--- src/rtl/logic_unit_pkg.sv ---
// Shared types for the serial AND/OR logic unit: FSM state encoding and
// operation-select constants.
package logic_unit_pkg;

  typedef enum logic [1:0] {
    IDLE  = 2'd0,
    SHIFT = 2'd1,
    DONE  = 2'd2
  } state_e;

  localparam logic SEL_AND = 1'b1;
  localparam logic SEL_OR  = 1'b0;

endpackage

--- src/rtl/bit_logic_cell.sv ---
// Combinational 1-bit logic cell: AND/OR pair feeding a 2:1 mux, select=1 picks AND.
module bit_logic_cell
  import logic_unit_pkg::*;
(
  output logic out_s,
  input  logic in_a,
  input  logic in_b,
  input  logic select
);

  logic and_s;
  logic or_s;

  assign and_s = in_a & in_b;
  assign or_s  = in_a | in_b;
  assign out_s = (select == SEL_AND) ? and_s : or_s;

endmodule

--- src/rtl/serial_logic_unit.sv ---
// Word-level front-end that streams two operands LSB-first through one
// bit_logic_cell and reassembles the result word.
module serial_logic_unit
  import logic_unit_pkg::*;
#(
  parameter int WIDTH = 8
) (
  input  logic             clk,
  input  logic             rst_n,
  input  logic             start,
  input  logic [WIDTH-1:0] op_a,
  input  logic [WIDTH-1:0] op_b,
  input  logic             select,
  output logic             busy,
  output logic             done,
  output logic [WIDTH-1:0] result,
  output logic [1:0]       dbg_state
);

  // Handshake: start is a request honoured only in IDLE (operands and select
  // captured on that edge); done is a one-cycle pulse marking result valid.
  localparam int CNT_W = $clog2(WIDTH);
  localparam logic [CNT_W-1:0] LAST_CNT = CNT_W'(WIDTH - 1);

  state_e           state_q;
  logic [CNT_W-1:0] cnt_q;
  logic [CNT_W-1:0] cnt_d;
  logic [WIDTH-1:0] a_sh_q;
  logic [WIDTH-1:0] b_sh_q;
  logic [WIDTH-1:0] acc_q;
  logic [WIDTH-1:0] acc_d;
  logic [WIDTH-1:0] result_q;
  logic             sel_q;
  logic             busy_q;
  logic             done_q;
  logic             cell_bit;

  bit_logic_cell u_cell (
    .out_s  (cell_bit),
    .in_a   (a_sh_q[0]),
    .in_b   (b_sh_q[0]),
    .select (sel_q)
  );

  assign cnt_d = cnt_q + CNT_W'(1);
  assign acc_d = {cell_bit, acc_q[WIDTH-1:1]};

  always_ff @(posedge clk) begin
    if (!rst_n) begin
      state_q  <= IDLE;
      cnt_q    <= '0;
      a_sh_q   <= '0;
      b_sh_q   <= '0;
      acc_q    <= '0;
      result_q <= '0;
      sel_q    <= 1'b0;
      busy_q   <= 1'b0;
      done_q   <= 1'b0;
    end else begin
      case (state_q)
        IDLE: begin
          done_q <= 1'b0;
          busy_q <= 1'b0;
          if (start) begin
            a_sh_q  <= op_a;
            b_sh_q  <= op_b;
            sel_q   <= select;
            cnt_q   <= '0;
            acc_q   <= '0;
            busy_q  <= 1'b1;
            state_q <= SHIFT;
          end
        end
        SHIFT: begin
          a_sh_q <= a_sh_q >> 1;
          b_sh_q <= b_sh_q >> 1;
          acc_q  <= acc_d;
          cnt_q  <= cnt_d;
          // The last bit lands straight in result, so the word is valid in DONE.
          if (cnt_q == LAST_CNT) begin
            result_q <= acc_d;
            done_q   <= 1'b1;
            state_q  <= DONE;
          end
        end
        DONE: begin
          done_q  <= 1'b0;
          busy_q  <= 1'b0;
          state_q <= IDLE;
        end
        default: begin
          done_q  <= 1'b0;
          busy_q  <= 1'b0;
          state_q <= IDLE;
        end
      endcase
    end
  end

  assign busy      = busy_q;
  assign done      = done_q;
  assign result    = result_q;
  assign dbg_state = state_q;

endmodule
--- config.mk ---
export PLATFORM = sky130hd
export DESIGN_NAME = serial_logic_unit
export DESIGN_NICKNAME = d
export VERILOG_FILES = /design/src/rtl/logic_unit_pkg.sv /design/src/rtl/bit_logic_cell.sv /design/src/rtl/serial_logic_unit.sv
export SDC_FILE = /design/constraint.sdc
export NUM_CORES = 1
export LEC_CHECK = 0
export BUFFER_PORTS_ARGS = -buffer_cell sky130_fd_sc_hd__buf_2
export CAP_MARGIN = 30
export CORE_ASPECT_RATIO = 1.75
export CORE_UTILIZATION = 53
export DETAILED_ROUTE_END_ITERATION = 10
export PLACE_DENSITY = 0.85
export SKIP_LAST_GASP = 1
export SYNTH_ARGS = -nofsm -noshare
export SYNTH_HDL_FRONTEND = slang
export SYNTH_HIERARCHICAL = 1
export SYNTH_SLANG_ARGS = --single-unit
--- constraint.sdc ---
create_clock -name clk -period 1.69 [get_ports clk]
set_clock_uncertainty 0.15 [all_clocks]
set_input_delay 0.338 -clock clk [delete_from_list [all_inputs] [get_ports clk]]
set_output_delay 0.338 -clock clk [all_outputs]
set_load 0.1 [all_outputs]
==> metrics.yaml, run 1 <==
run_status:
  outcome: "finished clean"
hold_path:
  hold_start: "select"
  whs_endpoint: "sel_q"
  hold_path_depth: 3
  hold_path.class: "primary input to register"
sta:
  fmax_ghz: 0.630
  report.final.slew_viol_count: 0
  setup_violations: 0
  tightestPinTransition_ps: 685
  max-slew-margin-rel_pct: 54.2
  finalWorstPathRequiredPeriod_ps: 1590
  finalHoldViolations: 0
  rsz0062_at_grt: "no"
  finalCritPeriodShare_pct: 94.0
  finalSetupTns_ps: 0
pwr:
  power.density_nw_per_um2: 1070
  ir_drop_uv: 873
  swShare_pct: 23.2
  power_frac_seq_pct: 49.6
  cellInternalPower_mw: 1.52
  leakagePower_nw: 0.749
  p_clk_share_pct: 39.8
  combPwrFrac_pct: 10.6
  switchingPower_mw: 0.459
logic_synthesis:
  yosysTopAreaCell: "dfxtp_1"
  avgSynthCellArea_um2: 9.53
  ys_top_cells_by_area: "dfxtp_1, mux2i_1, o21ai_0"
  yosysUniqueCellTypes: 22
  yosysWarningCount: 6
  syn_inst: 163
  syn-num-nets: 185
  netlist_area_um2: 1550
  netlist.area_leader.share_pct: 50.3
  synth-seq-cells: 39
  ys_seq_area_share_pct: 50.3
layout:
  finish.utilization_pct: 67.1
  seq_area_um2: 783
  final_nets: 215
  syn_to_final_growth_pct: 19.0
  final_cells: 221
  final_layout_size_suffix_gt1_share_pct: 25.8
  antenna_cells: 0
  multi_input_area_um2: 679
  fill_cells: 227
routing:
  vias: 1309
  drtPass1Iterations: 4
  detail_route.wl_per_cell_um: 14.5
  routed_via_density: 5.92
  wl_mm: 3.19
  antenna_left: 0
  drt_iter0_markers: 12
  drc_errors: 0
place:
  dp_hpwl_mm: 2.28
  place.gp.congestion: 0.780
  io_buffers: 31
  dp.cells: 213
global_route:
  overflow: 0
  grt_max_degree: 37
  grtUsageTotal_pct: 23.1
  met3_usage_pct: 5.41
  grt_use_met2_pct: 42.9
  grt_most_used_layer: "met2"
  grt_use_met1_pct: 20.9
  grt_pass1_wl_mm: 5.35
  grt_pass1_vias: 1280
  antenna_found_initial: 0
cts:
  post_cts_resized: 0
  cts_buffers: 5
  insertion_delay_ps: 290
  clk_pin_slew_worst_paths_ps: 70
  root_buffer: "clkbuf_8"
  post_cts_buffers: 0
  clock-sinks: 39
  postCtsHoldBufs: 0
  h-tree-depth: 2
  cts_tree: "yes"
  cts_buffer_depth: 2
floorplan:
  die_y_um: 73.6
  start_util_pct: 56.4
  die_w_um: 42.9
  core_um2: 2750
  die-area_um2: 3160
  ios: 32
  row_count: 25
setup_path:
  crit_chain: "buf_12"
  required_ps: 1200
  r2r_slack_ps: 170
  cp.buffers_inverters: 1
  crit_fanout: 21
  reg2reg_to: "cnt_q[1]"
  crit_path_top_delay_cell: "dfxtp_2"
  slowest_delay_ps: 580
  critPathLaunchType: "register"
  r2r_start: "dbg_state[1]"
  startpoint: "dbg_state[1]"
  crit_path_end_kind: "primary output"
  worstPathArrival_ps: 1100
  crit_family: "flip-flops"
  criticalPathCategory: "register to primary output"
  reg2reg_depth: 2
job:
  cap_violations: 0
-- state kept, by name, summed over array words and instances, names as in the netlist --
register,count
sel_q,1
cnt_q,3
a_sh_q,8
busy,1
acc_q,7
done,1
result,8
dbg_state,2
b_sh_q,8
-- metrics by stage --
step	hold slack (ps)	worst slack (ps)	power, mW	instance area (um^2)
2_1_floorplan	279	45.0	1.15	1560
3_3_place_gp	291	181	1.20	1730
3_5_place_dp	309	122	1.21	1730
4_1_cts	147	90.8	2.00	1850
5_1_grt	156	41.8	2.07	1850
6_report	157	102	1.98	1850
-- power groups by stage --
stage	logic (mW)	registers, mW	clock network, mW
2_1_floorplan	0.126	1.02	0
3_3_place_gp	0.201	0.999	0
3_5_place_dp	0.209	1.00	0
4_1_cts	0.210	0.981	0.808
5_1_grt	0.228	0.986	0.852
6_report	0.210	0.981	0.788
-- cells in the mapped netlist --
library cell	n
dfxtp_1	39
o21ai_0	27
nand2_1	16
mux2i_1	14
o211ai_1	14
nand3_1	11
o22ai_1	9
clkbuf_1	6
nand2b_1	4
a21oi_1	3
buf_4	3
buf_6	3
nor2_1	3
buf_2	2
ha_1	2
and3_1	1
inv_1	1
maj3_2	1
nand3b_1	1
nor2b_1	1
or2_4	1
or3b_4	1
-- area by class of cell --
class                   instances  share of cell area, %
repair buffers                 37                   12.5
multi-input cells             109                   36.8
well taps                      27                   1.83
flip-flops and latches         39                   42.4
clock buffers                   6                   4.47
clock inverters                 2                   1.90
inverters                       1                  0.203
-- kinds of logic (layout without fill, tap and decap cells) --
logic type	Yosys count	count (layout)	synth area share, %
compound gates	53	53	20.1
simple gates	39	39	12.3
buf+inv	15	46	5.96
mux	14	14	9.02
flops	39	39	50.3
fa+ha+maj	3	3	2.34
-- metal layers --
metal  wire length, um  share of wire, %
met1              1150                36
met2              1760                55
met3               141               4.4
met4               146               4.6
met5                 0                 0
-- worst reg2reg max path, cell delays in order (launching register included) --
cell     delay (ps)
dfxtp_2         440
nor2_1          590
o21ai_0         200
-- worst max path at each step --
stage / slack [ps] / to / cells past startpoint
3_3_place_gp: 180 / cnt_q[2] / 4
5_1_grt: 40 / dbg_state[1] / 1
4_1_cts: 90 / dbg_state[1] / 1
6_report: 100 / dbg_state[1] / 1
2_1_floorplan: 50 / result[4] / 5
3_5_place_dp: 120 / cnt_q[2] / 4
-- placed cells by master (no fill, tap or decap), drive strengths merged --
master	instances
o211ai	14
o22ai	9
mux2i	14
ha	2
nand3b	1
buf	37
bufinv	1
clkinv	1
nand2	16
nor2	3
inv	1
nand2b	4
a21oi	3
o21ai	27
or3b	1
or2	1
nand3	11
dfxtp	39
maj3	1
clkbuf	6
nor2b	1
and3	1
(Power assumes the default switching activity.)
==> run 2, diff against run 1 <==
Settings changed: SETUP_SLACK_MARGIN from default to 0.2.
==> run 2 against run 1 <==
  * Critical path depth grew 1
  * Critical path type unchanged
  * Via count increased by 0.61%
  * Largest cell class unchanged
  * Non-clock buffer count increased by 4
  * Die area is the same
  * Final cell count grew 1.8%
  * Hold slack lost 6.1 ps
  * Sequential power about the same
  * First-iteration DRC count grew to 2.9 times the previous value
  * Largest power group unchanged
==> metrics.yaml, run 2 (synthesized netlist as in run 1, its figures left out) <==
run_status:
  outcome: "finished clean"  # unchanged
routing:
  drc_errors: 0  # unchanged
  antenna_left: 0  # unchanged
  routed_via_density: 5.85  # was 5.92
  drt_iter0_markers: 35  # was 12
  detail_route.wl_per_cell_um: 15.0  # was 14.5 um
  dr_wl_met3_um: 155  # was 141 um
  wl_mm: 3.37  # was 3.19 mm
  routed-wl-met2_mm: 1.84  # was 1.76 mm
  routed.top_layer: "met4"  # unchanged
  drtPass1Iterations: 4  # unchanged
  wl_met1_mm: 1.27  # was 1.15 mm
  vias: 1317  # was 1309
sta:
  finalWorstPathRequiredPeriod_ps: 1470  # was 1590 ps
  fmax_ghz: 0.681  # was 0.630 GHz
  max-slew-margin-rel_pct: 68.6  # was 54.2%
  finalCritPeriodShare_pct: 86.8  # was 94.0%
  finalSetupTns_ps: 0  # unchanged
  finalHoldViolations: 0  # unchanged
  rsz0062_at_grt: "yes"  # was no
  tightestPinTransition_ps: 470  # was 685 ps
  setup_violations: 0  # unchanged
  report.final.slew_viol_count: 0  # unchanged
floorplan:
  row_count: 25  # unchanged
  ios: 32  # unchanged
  die_y_um: 73.6  # unchanged
  core_um2: 2750  # unchanged
  start_util_pct: 56.4  # unchanged
  die-area_um2: 3160  # unchanged
  die_w_um: 42.9  # unchanged
global_route:
  grt_pass1_vias: 1259  # was 1280
  grt_max_degree: 44  # was 37
  overflow: 0  # unchanged
  grt_pass1_wl_mm: 5.43  # was 5.35 mm
  grtUsageTotal_pct: 23.1  # about the same
  antenna_found_initial: 0  # unchanged
setup_path:
  crit_fanout: 7  # was 21
  reg2reg_to: "result[2]"  # was cnt_q[1]
  criticalPathCategory: "register to primary output"  # unchanged
  reg2reg_depth: 6  # was 2
  r2r_start: "cnt_q[0]"  # was dbg_state[1]
  worstPathArrival_ps: 980  # was 1100 ps
  crit_path_end_kind: "primary output"  # unchanged
  critPathCapture: "dbg_state[0]"  # was dbg_state[1]
  critPathLaunchType: "register"  # unchanged
  required_ps: 1200  # about the same
  startpoint: "dbg_state[0]"  # was dbg_state[1]
  r2r_slack_ps: 260  # was 170 ps
layout:
  fill_cells: 208  # was 227
  finish.utilization_pct: 69.4  # was 67.1%
  mostFrequentLayoutCell: "dfxtp_1"  # unchanged
  final_cell_mix: "dfxtp_1, o21ai_0, buf_2, buf_4, nand2_1"  # was dfxtp_1, buf_2, o21ai_0, nand2_1
  final_nets: 219  # was 215
  syn_to_final_growth_pct: 23.0  # was 19.0%
  antenna_cells: 0  # unchanged
  final_area_um2: 1910  # was 1850 um^2
  final_layout_size_suffix_gt1_share_pct: 28.8  # was 25.8%
place:
  io_buffers: 31  # unchanged
  dp_hpwl_mm: 2.21  # was 2.28 mm
  placed_cell_area_um2: 1730  # about the same
  place.gp.congestion: 0.720  # was 0.780
job:
  cap_violations: 0  # unchanged
pwr:
  ir_drop_uv: 700  # was 873 uV
  leakagePower_nw: 0.756  # was 0.749 nW
  power.density_nw_per_um2: 961  # was 1070 nW/um^2
cts:
  cts_buffer_depth: 2  # unchanged
  cts_tree: "yes"  # unchanged
  postCtsHoldBufs: 0  # unchanged
  root_buffer: "clkbuf_8"  # unchanged
  insertion_delay_ps: 300  # was 290 ps
  clk_pin_slew_worst_paths_ps: 80  # was 70 ps
  h-tree-depth: 2  # unchanged
  cts_buffers: 5  # unchanged
  clock-sinks: 39  # unchanged
hold_path:
  hold_path.class: "primary input to register"  # unchanged
run 2: cell count changes in the layout (fill, tap and decap cells not counted), moves of 2 or more:
cell,change
buf_2,-9
dfxtp_2,-2
nor2_2,+2
buf_4,+11
dfxtp_4,+2
nor2_1,-2
run 2: metrics by stage:
step,hold WS (ps),setup WS [ps],std cells,total power [mW]
floorplan,279,224,163,1.15
global placement,293,196,212,1.19
detailed placement,299,79.3,212,1.21
CTS,147,148,221,1.83
global route,179,191,225,1.91
finish,151,223,225,1.84
run 2: timing repair:
action / in CTS / in global routing
endpoints found under the setup margin: 16 / 10
buffers inserted: 1 / 4
gates resized for setup: 14 / 4
run 2: area by class of cell:
type                            instances  area [um^2]  area share (%)
Clock buffer                            5         68.8            3.60
Timing Repair Buffer                   41          299            15.7
Tap cell                               27         33.8            1.77
Clock inverter                          3         18.8           0.983
Multi-Input combinational cell        109          697            36.5
Sequential cell                        39          788            41.3
Inverter                                1         3.75           0.197
run 2: how the worst min path moves through the flow:
| stage | slack (ps) | end | start | cells after the start |
|---|---|---|---|---|
| floorplan | 280 | cnt_q[0] | cnt_q[0] | 1 |
| global placement | 290 | cnt_q[0] | cnt_q[0] | 1 |
| detailed placement | 300 | cnt_q[0] | cnt_q[0] | 1 |
| CTS | 150 | sel_q | select | 3 |
| global route | 180 | sel_q | select | 3 |
| finish | 150 | sel_q | select | 3 |
run 2: per-layer routing:
layer	vias up	track usage [%]
li1	660	-
met1	607	22.6
met2	41	42.3
met3	9	7.13
met4	0	11.8
met5	-	0
run 2: where the power goes:
part           total [mW]  switching [mW]  internal (mW)
clock               0.629           0.341          0.288
sequential          0.981          0.0250          0.956
combinational       0.226           0.127         0.0991
run 2: worst max-delay path, cell delays in order (launching register included):
cell	delay, ps
dfxtp_4	400
buf_12	120
buf_12	160
==> run 3, diff against run 2 <==
Settings changed: CELL_PAD_IN_SITES_DETAIL_PLACEMENT from default to 0, CELL_PAD_IN_SITES_GLOBAL_PLACEMENT from default to 1, CORE_UTILIZATION 53 to 40, PLACE_DENSITY 0.85 to 0.84, TNS_END_PERCENT from default to 30.
==> run 3 against run 2 <==
  * Routed wire length fell by 8.2%
  * Sequential power about the same
  * Fmax is 4.1% lower
  * Combinational power decreased by 9.7%
  * Design area fell by 0.72%
  * Non-clock buffer count down 4
  * Die area rose by 31%
  * Worst setup slack got worse by 63 ps
  * Critical endpoint is now busy
==> metrics.yaml, run 3 (synthesized netlist as in run 1, its figures left out) <==
cts:
  insertion_delay_ps: 290  # was 300 ps
  postCtsHoldBufs: 0  # unchanged
  root_buffer: "clkbuf_8"  # unchanged
  cts_tree: "yes"  # unchanged
  cts_buffers: 5  # unchanged
  clk_pin_slew_worst_paths_ps: 80  # about the same
  post_cts_buffers: 0  # was 1
  clock-sinks: 39  # unchanged
  cts_buffer_depth: 2  # unchanged
  h-tree-depth: 2  # unchanged
global_route:
  grt_pass1_vias: 1228  # was 1259
  overflow: 0  # unchanged
  grt_max_degree: 38  # was 44
  grtUsageTotal_pct: 16.5  # was 23.1%
  grt_pass1_wl_mm: 5.32  # was 5.43 mm
  antenna_found_initial: 0  # unchanged
setup_path:
  required_ps: 1200  # about the same
  r2r_start: "cnt_q[1]"  # was cnt_q[0]
  crit_fanout: 2  # was 7
  slowest_delay_ps: 420  # was 400 ps
  startpoint: "busy"  # was dbg_state[0]
  cp.buffers_inverters: 1  # was 2
  crit_family: "buffers and inverters"  # was flip-flops
  cp.depth: 1  # was 2
  r2r_slack_ps: 300  # was 260 ps
  crit_path_top_delay_cell: "buf_2"  # was dfxtp_4
  critPathCapture: "busy"  # was dbg_state[0]
  crit_chain: "buf_2"  # was buf_12 -> buf_12
  criticalPathCategory: "register to primary output"  # unchanged
  crit_path_end_kind: "primary output"  # unchanged
  worstPathArrival_ps: 1040  # was 980 ps
  reg2reg_to: "result[5]"  # was result[2]
  reg2reg_depth: 6  # unchanged
  critPathLaunchType: "register"  # unchanged
pwr:
  ir_drop_uv: 681  # was 700 uV
  leakagePower_nw: 0.723  # was 0.756 nW
  power.density_nw_per_um2: 951  # was 961 nW/um^2
sta:
  finalCritPeriodShare_pct: 90.6  # was 86.8%
  finalSetupTns_ps: 0  # unchanged
  max-slew-margin-rel_pct: 67.7  # was 68.6%
  holdWs_ps: 144  # was 151 ps
  finalWorstPathRequiredPeriod_ps: 1530  # was 1470 ps
  rsz0062_at_grt: "yes"  # unchanged
  report.final.slew_viol_count: 0  # unchanged
  setup_violations: 0  # unchanged
  finalHoldViolations: 0  # unchanged
  tightestPinTransition_ps: 488  # was 470 ps
  fmax_ghz: 0.653  # was 0.681 GHz
floorplan:
  row_count: 29  # was 25
  die_w_um: 49.1  # was 42.9 um
  die_y_um: 84.4  # was 73.6 um
  die-area_um2: 4140  # was 3160 um^2
  start_util_pct: 42.4  # was 56.4%
  ios: 32  # unchanged
  core_um2: 3660  # was 2750 um^2
layout:
  final_cell_mix: "dfxtp_1, o21ai_0, buf_2, nand2_1"  # was dfxtp_1, o21ai_0, buf_2, buf_4, nand2_1
  final_layout_size_suffix_gt1_share_pct: 27.8  # was 28.8%
  fill_cells: 370  # was 208
  mostFrequentLayoutCell: "dfxtp_1"  # unchanged
  final_nets: 215  # was 219
  antenna_cells: 0  # unchanged
  final_area_um2: 1900  # was 1910 um^2
  syn_to_final_growth_pct: 22.1  # was 23.0%
place:
  placed_cell_area_um2: 1750  # was 1730 um^2
  io_buffers: 31  # unchanged
  place.gp.congestion: 0.747  # was 0.720
  dp_hpwl_mm: 2.17  # was 2.21 mm
routing:
  drtPass1Iterations: 4  # unchanged
  wl_mm: 3.09  # was 3.37 mm
  detail_route.wl_per_cell_um: 12.9  # was 15.0 um
  routed_via_density: 5.33  # was 5.85
  drt_iter0_markers: 10  # was 35
  antenna_left: 0  # unchanged
  drc_errors: 0  # unchanged
  vias: 1279  # was 1317
hold_path:
  hold_path.class: "primary input to register"  # unchanged
job:
  cap_violations: 0  # unchanged
run_status:
  outcome: "finished clean"  # unchanged
run 3: area by class of cell:
cell class,count,area [um^2],share of cell area (%)
sequential,39,790,41.7
multi-input combinational,109,707,37.3
timing repair buffer,37,249,13.1
clock buffer,5,68.8,3.63
tap,46,57.6,3.04
clock inverter,3,20.0,1.06
inverter,1,3.75,0.198
run 3: worst min-delay path by stage:
stage | start | cells past startpoint | end
detailed placement | busy | 2 | busy
global route | select | 3 | sel_q
CTS | select | 3 | sel_q
finish | select | 3 | sel_q
global placement | cnt_q[0] | 1 | cnt_q[0]
floorplan | cnt_q[0] | 1 | cnt_q[0]
run 3: timing repair:
item                                    in CTS  in global routing
gates resized for setup                      6                  9
endpoints found under the setup margin      20                 16
pin swaps                                    0                  0
cloned                                       0                  1
endpoints found under the hold margin        0                  0
run 3: stage by stage:
stage	cells	setup slack, ps	util, %	power, mW
4_1_cts	239	148	50.6	1.82
5_1_grt	240	124	51.7	1.88
3_5_place_dp	231	110	47.8	1.20
6_report	240	159	51.7	1.80
3_3_place_gp	231	182	47.8	1.20
2_1_floorplan	163	197	-	1.15
run 3: tightest hold or removal path: cells and delay by family:
family	cells	cell delay [ps]
AO/OA/AOI/OAI	1	60
buffers and inverters	1	100
AND/OR/NAND/NOR	1	50
run 3: report_power, final:
group	internal [mW]	switching, mW
Clock	0.287	0.331
Sequential	0.957	0.0238
Combinational	0.0842	0.120
Total	1.33	0.474
run 3: per-layer routing:
metal,part of all wire [%],vias to the layer above,global-route usage [%],routed length [um]
li1,-,646,-,-
met1,43,586,18.2,1330
met2,50,36,28.0,1560
met3,3.6,11,3.44,112
met4,3.0,0,10.4,93
met5,0,-,0,0
